File: src/rtl/banco_registro_param.sv
// Parametrised 2-read/1-write register bank with registered reads, per-entry written flags
// and a sequential clear engine. Optional same-edge forwarding under `BANCO_BYPASS_EN.
module banco_registro_param #(
  parameter int          DATA_W   = 4,
  parameter int          ADDR_W   = 3,
  parameter int unsigned INIT_VAL = 0
) (
  input  logic              clk,
  input  logic              rst,
  input  logic [ADDR_W-1:0] addrRa,
  input  logic [ADDR_W-1:0] addrRb,
  output logic [DATA_W-1:0] datOutRa,
  output logic [DATA_W-1:0] datOutRb,
  output logic              validA,
  output logic              validB,
  input  logic [ADDR_W-1:0] addrW,
  input  logic [DATA_W-1:0] datW,
  input  logic              RegWrite,
  input  logic              clr,
  output logic              busy,
  output logic              clrDone,
  output logic              stateDbg
);

  localparam int DEPTH = 1 << ADDR_W;
  localparam logic [DATA_W-1:0] INIT_D = DATA_W'(INIT_VAL);

  typedef enum logic {IDLE = 1'b0, CLEAR = 1'b1} state_t;

  state_t            state;
  logic [DATA_W-1:0] mem [DEPTH];
  logic [DEPTH-1:0]  flag;
  logic [ADDR_W-1:0] cnt;

  // Write handshake: the producer offers a write with RegWrite; it is accepted on the
  // edge where busy is low, and silently dropped (no state change) while busy is high.
  logic wrEn;
  assign wrEn     = RegWrite && !busy;
  assign stateDbg = (state == CLEAR);

  logic [DATA_W-1:0] nxtRa, nxtRb;
  logic              nxtVa, nxtVb;

  always_comb begin
    nxtRa = mem[addrRa];
    nxtVa = flag[addrRa];
    nxtRb = mem[addrRb];
    nxtVb = flag[addrRb];
`ifdef BANCO_BYPASS_EN
    // Writes and clears never coincide: a write needs busy low, a clear needs CLEAR.
    if (wrEn && addrW == addrRa) begin
      nxtRa = datW;
      nxtVa = 1'b1;
    end else if (state == CLEAR && cnt == addrRa) begin
      nxtRa = INIT_D;
      nxtVa = 1'b0;
    end
    if (wrEn && addrW == addrRb) begin
      nxtRb = datW;
      nxtVb = 1'b1;
    end else if (state == CLEAR && cnt == addrRb) begin
      nxtRb = INIT_D;
      nxtVb = 1'b0;
    end
`endif
  end

  always_ff @(posedge clk or negedge rst) begin
    if (!rst) begin
      for (int i = 0; i < DEPTH; i++) mem[i] <= INIT_D;
      flag     <= '0;
      datOutRa <= INIT_D;
      datOutRb <= INIT_D;
      validA   <= 1'b0;
      validB   <= 1'b0;
      state    <= IDLE;
      cnt      <= '0;
      busy     <= 1'b0;
      clrDone  <= 1'b0;
    end else begin
      datOutRa <= nxtRa;
      datOutRb <= nxtRb;
      validA   <= nxtVa;
      validB   <= nxtVb;
      clrDone  <= 1'b0;
      if (wrEn) begin
        mem[addrW]  <= datW;
        flag[addrW] <= 1'b1;
      end
      case (state)
        IDLE: begin
          if (clr) begin
            state <= CLEAR;
            cnt   <= '0;
            busy  <= 1'b1;
          end
        end
        CLEAR: begin
          mem[cnt]  <= INIT_D;
          flag[cnt] <= 1'b0;
          cnt       <= cnt + ADDR_W'(1);
          if (cnt == ADDR_W'(DEPTH - 1)) begin
            state   <= IDLE;
            busy    <= 1'b0;
            clrDone <= 1'b1;
          end
        end
        default: state <= IDLE;
      endcase
    end
  end

endmodule

File: config.mk
export PLATFORM = sky130hd
export DESIGN_NAME = banco_registro_param
export DESIGN_NICKNAME = d
export VERILOG_FILES = /design/src/rtl/banco_registro_param.sv
export SDC_FILE = /design/constraint.sdc
export NUM_CORES = 1
export LEC_CHECK = 0
export ABC_AREA = 1
export BUFFER_PORTS_ARGS = -buffer_cell sky130_fd_sc_hd__buf_2
export CAP_MARGIN = 20
export CORE_MARGIN = 1
export CORE_UTILIZATION = 47
export CTS_CLUSTER_DIAMETER = 40
export DETAILED_ROUTE_END_ITERATION = 8
export PLACE_DENSITY = 0.77
export SETUP_SLACK_MARGIN = 0.2
export SYNTH_ARGS = -nofsm -noshare
export SYNTH_HDL_FRONTEND = slang
export SYNTH_SLANG_ARGS = --single-unit
File: constraint.sdc
create_clock -name clk -period 2.9 [get_ports clk]
set_input_delay 0.58 -clock clk [delete_from_list [all_inputs] [get_ports clk]]
set_output_delay 0.58 -clock clk [all_outputs]
set_load 0.005 [all_outputs]
# After elaboration in Yosys (flattened, before gate mapping)
# Index checks and enable logic that the tools add are counted.
# op_classes
n_reduce_logical	7
muxes	33
n_bitwise	10
eq_ne	3
order_cmp	12
addsub	1
# ops
cell	n
$mux W32	2
$and A32 B32 Y32	1
$bwmux W32	1
$not A32 Y32	1
$bmux W4 S3	2
$demux W4 S3	2
$mux W4	6
$ge A4 B4 Y1 const B	4
$lt A3 B4 Y1 const B	4
$mux W8	2
$not A3 Y4	4
$mux W1	10
$and A8 B8 Y8	1
$lt A4 B1 Y1 const B	2
$not A8 Y8	1
$or A8 B8 Y8	1
$bmux W1 S3	2
$demux W1 S3	2
$ge A3 B1 Y1 const B	2
$pmux W3 S2	1
$logic_and A1 B1 Y1	5
$pmux W1 S2	2
$add A3 B1 Y3 const B	1
$eq A3 B3 Y1 const B	1
other kinds (6)	6
# totals
elab_cells	83
out_inout_bits	13
ff_bits	56
input_bits	17

# Depth between registers and ports, before layout
# depth
depth_word	9
ltp_mapped	7
ltp_nobuf	6

# Worst setup path after synthesis
# No wires, ideal clock.
# synth_timing
path_type	input to register
startpoint	input addrW[1]
endpoint	register mem[24] in the netlist's numbering
path_buffers	0
path_stages	6
setup_time_ns	0.117
t_arrival_ns	1.118
path_slack_ns	1.666
t_required_ns	2.783
cell_sequence	inv_1 > nand2_1 > nor2_2 > nand2_1 > nand2_1 > nor2_1
# synth_via
elab_chain_cells	9
word_cells_on_any_way	10
cone_classes	order compare: 2; mux: 5; bitwise: 2; reduce/logical: 1
# synth_rtl
element	line_no	text
start: declaration	16	input logic [ADDR_W-1:0] addrW,
$not A3 Y4 (implied by the code) (*)	87	mem[addrW] <= datW;
$ge A4 B4 Y1 (implied by the code) / $lt A4 B1 Y1 (equally long branches)	87	
$logic_and A1 B1 Y1 (implied by the code)	87	
$mux W4 (implied by the code)	87	
$demux W4 S3 (*)	87	
$bwmux W32 (*)	87	
$mux W32 (*)	86	if (wrEn) begin
$and A32 B32 Y32 (no line)	n/a	
$mux W32 (*)	90	case (state)
end signal: indexed assignment	87	
end: declaration	31	logic [DATA_W-1:0] mem [DEPTH];
# Mark *: on every way between the ends. The rest lies on a longest branch, timed or not.
# A chain may end at the register's enable or synchronous reset.

# Worst setup path after layout
# layout_timing
startpoint	input addrRa[0]
endpoint	register datOutRa[1]
# layout_via
elab_chain_cells	4
# layout_rtl
element	line_no	text
start: declaration	10	input logic [ADDR_W-1:0] addrRa,
$not A3 Y4 (implied by the code)	45	nxtRa = mem[addrRa];
$bmux W4 S3	45	
$mux W4 (implied by the code) (2 in series)	45	
via nxtRa[1]	41	logic [DATA_W-1:0] nxtRa, nxtRb;
end signal: assignment	81	datOutRa <= nxtRa;
end: declaration	12	output logic [DATA_W-1:0] datOutRa,
# The timed path passes the listed nets, and every way through them passes these cells. The select of a mux whose other input is x is not followed.

==> summary.md <==
| Metric | Value |
|---|---|
| Outcome | finished, violations left |
| Violated checks | design-rule violations |
| Leak pwr | 2.09 nW |
| Starting DRT DRC Count | 302 |
| Syn Nets | 499 |
| Crit. End Element | flop |
| Max Clock Freq | 0.649 GHz |
| Synth top area cells | dfrtp_1, nand2_1, nand3_1, nor2_1, inv_1 |
| Netlist cell types | 19 |
| Clock Sinks | 56 |
| Synth top cells by count | nand2_1, nor2_1, inv_1 |
| Initial Utilization | 49.3% |
| Register area share after synthesis | 44.2% |
| Reg2reg path depth | 6 |
| Post-synth ARST share | 100% |
| Antenna viol nets, final | 0 |
| PwrDens | 795 nW/um2 |
| Worst Hold Class | input pin to asynchronous set/reset pin |
| Core box area | 6420 um2 |
| Mean Syn Cell Area | 6.60 um2 |
| Largest net degree at the start of global routing | 30 |
| Total I/O pin count | 30 |
| Synthesized instance count | 480 |
| Headroom to the max-slew limit | 57.0% |
| CTS H-Tree Depth | 2 |
| Fillcell total | 651 |
| Antenna cells | 0 |
| Post-CTS sizing | 0 |
| Worst slack at placement | 1.04 ns |
| Synth Warn # | 0 |
| # rows | 29 |
| DP Wirelength | 5.94 mm |
| Data required, critical path | 3.16 ns |
| Synthesis-stage register bit count | 56 |
| DR DRC count | 8 |
| Cells along the critical path | buf_2, inv_1, nand2_1, nand3_1, nand2_1, nand2_1, nand2_1 |
| CP max stage delay | 0.38 ns |
| Share of cells above drive strength 1 | 9.06% |
| Die width | 84.1 um |
| Final Worst Setup Slack | 1.36 ns |
| Multi-input logic area | 1470 um2 |
| Crit path DAT | 1.80 ns |
| CP startpoint kind | input pin |
| GR Overflow Total | 0 |
| Final setup fails | 0 |
| WS Path Type | input pin to flop |
| Nets | 526 |
| Fin crit share | 53.1% |
| GP Congestion | 0.859 |
| Total Die Area | 7070 um2 |
| Largest area contributor in the synthesized netlist | dfrtp_1 |
| Peak supply drop | 0.408 mV |
| Worst-Skew Late Latency | 0.32 ns |
| Die Y | 84.1 um |
| Max-slew violations | 0 |
| Clock skew | 0.00671 ns |
| DRT Pass-1 Iters | 9 |
| Per-cell routed wire length | 13.5 um |
| Average vias per placed instance | 5.19 |
| Layout area overhead | 9.20% |
| Vias post-DR | 3037 |
| IO buf count | 29 |
| Total track usage | 24.0% |
| Routed WL | 7.90 mm |
| Crit path time final | 1.54 ns |
| Clock buffer depth | 2 |
| Max-Cap Viols | 0 |
| Most common cell in the synthesized netlist | nand2_1 |
| CTS tree | built |
| CTS buffer count | 5 |
| Hold Buf Count CTS | 0 |
| CTS clk-pin slew, worst paths | 0.10 ns |
| # Post-CTS Setup Buffers | 0 |
| Slowest CP cell | inv_1 |
| First-pass GRT wire length | 13.3 mm |
| Worst-margin pin slew | 0.644 ns |
| Vias in the first global route | 2824 |
| Most used flip-flop cell after synthesis | dfrtp_1 |
| Setup TNS | 0 ns |
| Crit path top cell by count | nand2_1 |
| Mapped Area | 3170 um2 |
| Register Area | 1400 um2 |
| RSZ-0062 raised after global routing | no |
| Initial antenna violation count | 0 |
| Crit-path max FO | 21 |
| Hold Violations, Final | 0 |
| CTS root buf | clkbuf_8 |
| Number of synthesized flops with an enable pin | 0 |
| Synth top area share | 44.2% |
[registers in the layout (all words and copies together), names as in the netlist]
| signal | flops |
|---|---|
| mem | 32 |
| clrDone | 1 |
| flag | 8 |
| datOutRb | 4 |
| stateDbg | 1 |
| datOutRa | 4 |
| cnt | 3 |
| validA | 1 |
| busy | 1 |
| validB | 1 |
[power by group]
part           switching (mW)  internal, mW  leakage (nW)
Sequential              0.175          1.07         0.734
Clock                   0.270         0.178        0.0462
Combinational           0.673         0.388          1.31
[layout make-up]
| cell class | instances | share of cell area (%) |
|---|---|---|
| clock buffers | 6 | 2.10 |
| inverters | 65 | 7.05 |
| flip-flops and latches | 56 | 40.5 |
| repair buffers | 31 | 4.63 |
| multi-input cells | 348 | 42.4 |
| well taps | 77 | 2.78 |
| clock inverters | 2 | 0.506 |
[cells by family (layout without fill, tap and decap cells)]
family,count (synthesis),in the layout,share of synthesized area [%]
buf+inv,76,104,9.44
fa+ha+maj,2,2,0.790
compound gates,12,12,2.45
mux,1,1,0.316
simple gates,333,333,42.8
flops,56,56,44.2
[critical path, delay by kind of cell]
kind,cells,cell delay [ns]
and+or+nand+nor,5,0.47
buffers and inverters,2,0.71
[worst paths after layout]
check / startpoint / end / slack [ns]
setup / recovery: addrRa[0] / datOutRa[1] / 1.36
hold / removal: rst / flag[1] / 0.28
setup reg to reg: busy / mem[26] / 1.62
hold reg to reg: flag[1] / flag[1] / 0.51
max in group asynchronous: rst / mem[13] / 1.97
min in group clk: clr / stateDbg / 0.51
[metal layers]
layer / share of wire, % / vias up / GRT usage, %
met2: 47 / 119 / 39.3
met5: 0 / - / 0
met3: 5.5 / 11 / 3.96
li1: - / 1497 / -
met4: 1.6 / 0 / 8.46
met1: 45 / 1410 / 32.2
[layout by cell type, fill, tap and decap left out, drive strengths merged]
master	count
nand2	197
buf	31
inv	65
clkbuf	6
nor2	77
mux2i	1
ha	2
a21oi	1
dfrtp	56
or2	1
o21ai	4
clkinv	2
o21a	7
nand3	58
[stage by stage]
step	power [mW]	utilization, %	cell area [um2]	std cells	hold slack (ns)
2_1_floorplan	1.98	-	3170	480	0.284
3_3_place_gp	2.27	52.5	3370	577	0.476
3_5_place_dp	2.31	52.5	3370	577	0.487
4_1_cts	2.75	53.9	3460	585	0.294
5_1_grt	2.98	53.9	3460	585	0.321
6_report	2.75	53.9	3460	585	0.277
(Power assumes the default switching activity.)
